**src/rtl/ttl_tdm_demux.sv**
```systemverilog
// Dual-lane time-division demultiplexer: counts slots and steers each serial bit into its
// slot position, presenting the reassembled word per lane with a one-cycle valid pulse.
module ttl_tdm_demux #(
    parameter int SLOTS = 4,
    parameter int SEL_W = $clog2(SLOTS)
) (
    input  logic             clk,
    input  logic             clr_n,
    input  logic             sync,
    input  logic             enable1,
    input  logic             enable2,
    input  logic             d1,
    input  logic             d2,
    output logic [SLOTS-1:0] c1,
    output logic [SLOTS-1:0] c2,
    output logic             y_valid,
    output logic [SEL_W-1:0] select,
    output logic             locked,
    output logic             sync_err
);

    typedef enum logic [0:0] {StHunt, StLock} state_e;

    state_e           state_q;
    logic [SEL_W-1:0] slot_q;
    logic [SLOTS-1:0] shadow1_q, shadow2_q;
    logic [SLOTS-1:0] word1, word2;
    logic             b1, b2, last;

    // Shadow word with the current slot's bit merged in, so completion includes the last bit.
    always_comb begin
        b1           = d1 & ~enable1;
        b2           = d2 & ~enable2;
        word1        = shadow1_q;
        word2        = shadow2_q;
        word1[slot_q] = b1;
        word2[slot_q] = b2;
        last         = (slot_q == SEL_W'(SLOTS - 1));
    end

    always_ff @(posedge clk or negedge clr_n) begin
        if (!clr_n) begin
            state_q   <= StHunt;
            slot_q    <= '0;
            shadow1_q <= '0;
            shadow2_q <= '0;
            c1        <= '0;
            c2        <= '0;
            y_valid   <= 1'b0;
            sync_err  <= 1'b0;
        end else begin
            y_valid  <= 1'b0;
            sync_err <= 1'b0;
            case (state_q)
                StHunt: begin
                    if (sync) begin
                        shadow1_q <= {{(SLOTS - 1){1'b0}}, b1};
                        shadow2_q <= {{(SLOTS - 1){1'b0}}, b2};
                        slot_q    <= SEL_W'(1);
                        state_q   <= StLock;
                    end
                end
                StLock: begin
                    if (sync && slot_q != '0) begin
                        // Misplaced sync: drop the partial frame and restart at slot 0.
                        shadow1_q <= {{(SLOTS - 1){1'b0}}, b1};
                        shadow2_q <= {{(SLOTS - 1){1'b0}}, b2};
                        slot_q    <= SEL_W'(1);
                        sync_err  <= 1'b1;
                    end else begin
                        shadow1_q <= word1;
                        shadow2_q <= word2;
                        slot_q    <= slot_q + SEL_W'(1);
                        if (last) begin
                            c1      <= word1;
                            c2      <= word2;
                            y_valid <= 1'b1;
                        end
                    end
                end
                default: state_q <= StHunt;
            endcase
        end
    end

    assign select = slot_q;
    assign locked = (state_q == StLock);

endmodule
```
**config.mk**
```make
export PLATFORM = sky130hd
export DESIGN_NAME = ttl_tdm_demux
export DESIGN_NICKNAME = d
export VERILOG_FILES = /design/src/rtl/ttl_tdm_demux.sv
export SDC_FILE = /design/constraint.sdc
export NUM_CORES = 1
export LEC_CHECK = 0
export CAP_MARGIN = 40
export CORE_MARGIN = 1.5
export CORE_UTILIZATION = 51
export DETAILED_ROUTE_END_ITERATION = 10
export PLACE_DENSITY = 0.89
export REMOVE_ABC_BUFFERS = 1
export SYNTH_ARGS = -nofsm -noshare
export SYNTH_HDL_FRONTEND = slang
export SYNTH_SLANG_ARGS = --single-unit
```
**constraint.sdc**
```tcl
create_clock -name clk -period 4.43 [get_ports clk]
set_input_delay 0.886 -clock clk [delete_from_list [all_inputs] [get_ports clk]]
set_output_delay 0.886 -clock clk [all_outputs]
set_load 0.01 [all_outputs]
```
==> summary.txt <==
Run status
  – Outcome: finished clean

Clocking
  – CTS buffer count: 3
  – Clock Root Buffer: clkbuf_4
  – Clk buf depth: 2
  – Clk pin slew, worst setup/hold paths: 0.10 ns
  – H-tree depth: 1
  – Hold Buf Count CTS: 0
  – Post-CTS setup buffer count: 0
  – Worst skew pair latency: 0.30 ns
  – TritonCTS clock tree: yes
  – # resized after CTS: 0
  – CTS sink cnt: 19

Finish
  – Area grow syn2layout: 23.8%
  – Share of cells above drive strength 1: 12.1%
  – Filler Cells Inserted: 123
  – Post-route design area: 0.00112 mm2
  – Final net count: 111
  – N_diodes: 0

Pwr
  – Max VDD drop: 0.373 mV
  – Sw Share: 35.3%
  – Combinational share of power: 45.6%
  – Clock power frac: 12.7%
  – LEAKAGE: 0.000503 uW
  – NetSw: 238 uW
  – Register share of total power: 41.7%
  – Pwr Density: 603 mW/mm2
  – P_int: 437 uW

Worst hold path
  – Min-delay worst type: register to register

Timing
  – Pins Over Slew Limit: 0
  – Final setup viols: 0
  – Fin crit share: 55.5%
  – Slew @ Worst Pin: 0.793 ns
  – Hold_ws: 0.511 ns
  – Max Freq: 406 MHz
  – Worst slew margin: 47.0%
  – TNS Setup: 0 ns
  – Tmin final: 2.46 ns
  – RSZ-0062 raised after global routing: false
  – Clock skew: 0.00748 ns
  – Final hold vios: 0

Synthesis
  – EDFF count, synth: 0
  – Adder-Cell Fraction of Synth Area: 5.54%
  – Synth Instances: 80
  – Post-Synth Simple-Gate Area: 10.2%
  – Post-synthesis compound-gate area fraction: 14.5%
  – Mapped Avg Cell Area: 11.3 um2
  – Synth Area in XOR/XNOR: 0%
  – Distinct cells, synth: 23
  – Predominant post-synthesis flop cell: dfrtp_1
  – Register area share after synthesis: 52.6%
  – Mux cell area share after synthesis: 12.5%
  – Synth top cells by count: 19 x dfrtp_1, 13 x o21ai_0, 6 x mux2i_1
  – Top-area cell type share of the netlist area: 52.6%
  – Yosys warnings: 0
  – Cell with the most instances after synthesis: dfrtp_1
  – Largest family of logic cells by synthesized area: compound AO/OA/AOI/OAI gates
  – Netlist Area Pre-Place: 903 um2
  – Yosys top cell by area: dfrtp_1
  – Async set-reset flop share out of synthesis: 100%
  – Register bit total from synthesis: 19
  – Synth top area cells: dfrtp_1 53%, o21ai_0 7.2%, mux2i_1 6.6%

Worst setup path
  – Critical-path cell list: clkdlybuf4s50_1
  – CP Max Fanout: 14
  – Setup CP Type: register to output port
  – Crit. End Element: output port
  – Worst Path Arrival: 1.57 ns
  – CP delay by family, top: flip-flops
  – Slowest CP cell: dfrtp_1
  – Critical path startpoint category: register
  – Worst path required time: 3.54 ns
  – CP bufs+invs: 1
  – Max incr delay on CP: 0.65 ns

Route
  – Post-DRT Antenna Nets: 0
  – Drt drc: 0
  – Wire per inst: 14.5 um
  – Drt total wl: 1680 um
  – Via-per-instance ratio: 5.48
  – Detailed Route Iter0 Violations: 15
  – DR vias: 636
  – DR pass1 iterations: 4

GRT
  – Number of global-route vias before repair: 571
  – Initial antenna violation count: 0
  – First-pass GRT wire length: 2660 um
  – Total gr overflow: 0
  – Overall Global Routing Usage: 19.0%
  – Largest net degree at the start of global routing: 20

Placed design
  – GPL Wtd Cong: 0.747
  – Port bufs: 19
  – DP HPWL: 1280 um
  – Placed cell areas: 0.00109 mm2

Job
  – Max-cap violations: 0

Die
  – FP Rows: 15
  – Die Y: 45.1 um
  – # IOs: 20
  – Die ar.: 0.00203 mm2
  – CORE AREA: 0.00169 mm2
  – Die X-Extent: 45.1 um
  – Initial core utilization: 53.5%
## flip-flops by register name (all words and copies together), names as in the netlist
register   flops
shadow2_q      3
c1             4
select         2
locked         1
c2             4
shadow1_q      3
y_valid        1
sync_err       1
## layout make-up
class / count / area [um2] / share of cell area, %
sequential: 19 / 475 / 42.5
inverter: 4 / 17.5 / 1.57
tap: 17 / 21.3 / 1.90
multi-input combinational: 53 / 387 / 34.6
clock buffer: 3 / 22.5 / 2.01
clock inverter: 1 / 5.00 / 0.447
timing repair buffer: 19 / 190 / 17.0
## stage by stage
stage	cells	setup WS [ns]	power (uW)	util (%)
after CTS	116	1.98	680	66.2
after global routing	116	1.92	721	66.2
after global placement	112	2.18	579	64.6
after detailed placement	112	2.08	592	64.6
final	116	1.97	675	66.2
after floorplan	76	2.73	455	-
## worst register-to-register path, stage by stage, from the launching register on
cell and delay (ns):
dfrtp_1 0.43, inv_1 0.12, ha_1 0.28, nand2b_1 0.34, nand3_4 0.16, inv_4 0.10, mux2_4 0.30
## layout by cell type, fill, tap and decap left out, types with 4 or more instances in the layout
| cell type | Yosys | final |
|---|---|---|
| mux2i_1 | 6 | 6 |
| o221ai_1 | 4 | 4 |
| dfrtp_1 | 19 | 19 |
| clkdlybuf4s50_1 | 0 | 19 |
| o21ai_0 | 13 | 13 |
| a21oi_1 | 5 | 5 |
| ha_1 | 4 | 4 |
| nor2_1 | 5 | 5 |
## metal layers
| metal | global-route usage, % | wire [um] | up-vias |
|---|---|---|---|
| met4 | 8.82 | 33 | 0 |
| met2 | 30.6 | 830 | 25 |
| li1 | - | - | 318 |
| met3 | 6.00 | 91 | 5 |
| met5 | 0 | 0 | - |
| met1 | 23.2 | 722 | 288 |
## cells by family after synthesis
logic type               count (synthesis)
flip-flops                              19
AND/OR/NAND/NOR                         16
AO/OA/AOI/OAI                           23
adder cells (fa/ha/maj)                  4
buffers and inverters                    8
multiplexers                            10
## power groups by stage
stage               clock network [uW]  registers (uW)  logic (uW)
floorplan                            0             298         157
global placement                     0             279         300
detailed placement                   0             284         308
CTS                               88.5             281         311
global route                      96.6             288         336
finish                            85.6             282         307
## path summary, 6_finish.rpt
path | cells past startpoint | slack (ns) | startpoint | endpoint
setup / recovery | 1 | 1.97 | locked$_DFF_PN0_ | locked
hold / removal | 2 | 0.51 | c1[1]$_DFFE_PN0P_ | c1[1]$_DFFE_PN0P_
setup reg to reg | 6 | 2.60 | select[1]$_DFFE_PN0P_ | c1[3]$_DFFE_PN0P_
hold reg to reg | 2 | 0.51 | c1[1]$_DFFE_PN0P_ | c1[1]$_DFFE_PN0P_
max in group asynchronous | 1 | 2.90 | clr_n | select[0]$_DFFE_PN0P_
min in group asynchronous | 1 | 1.04 | clr_n | c1[3]$_DFFE_PN0P_
(Power assumes the default switching activity.)
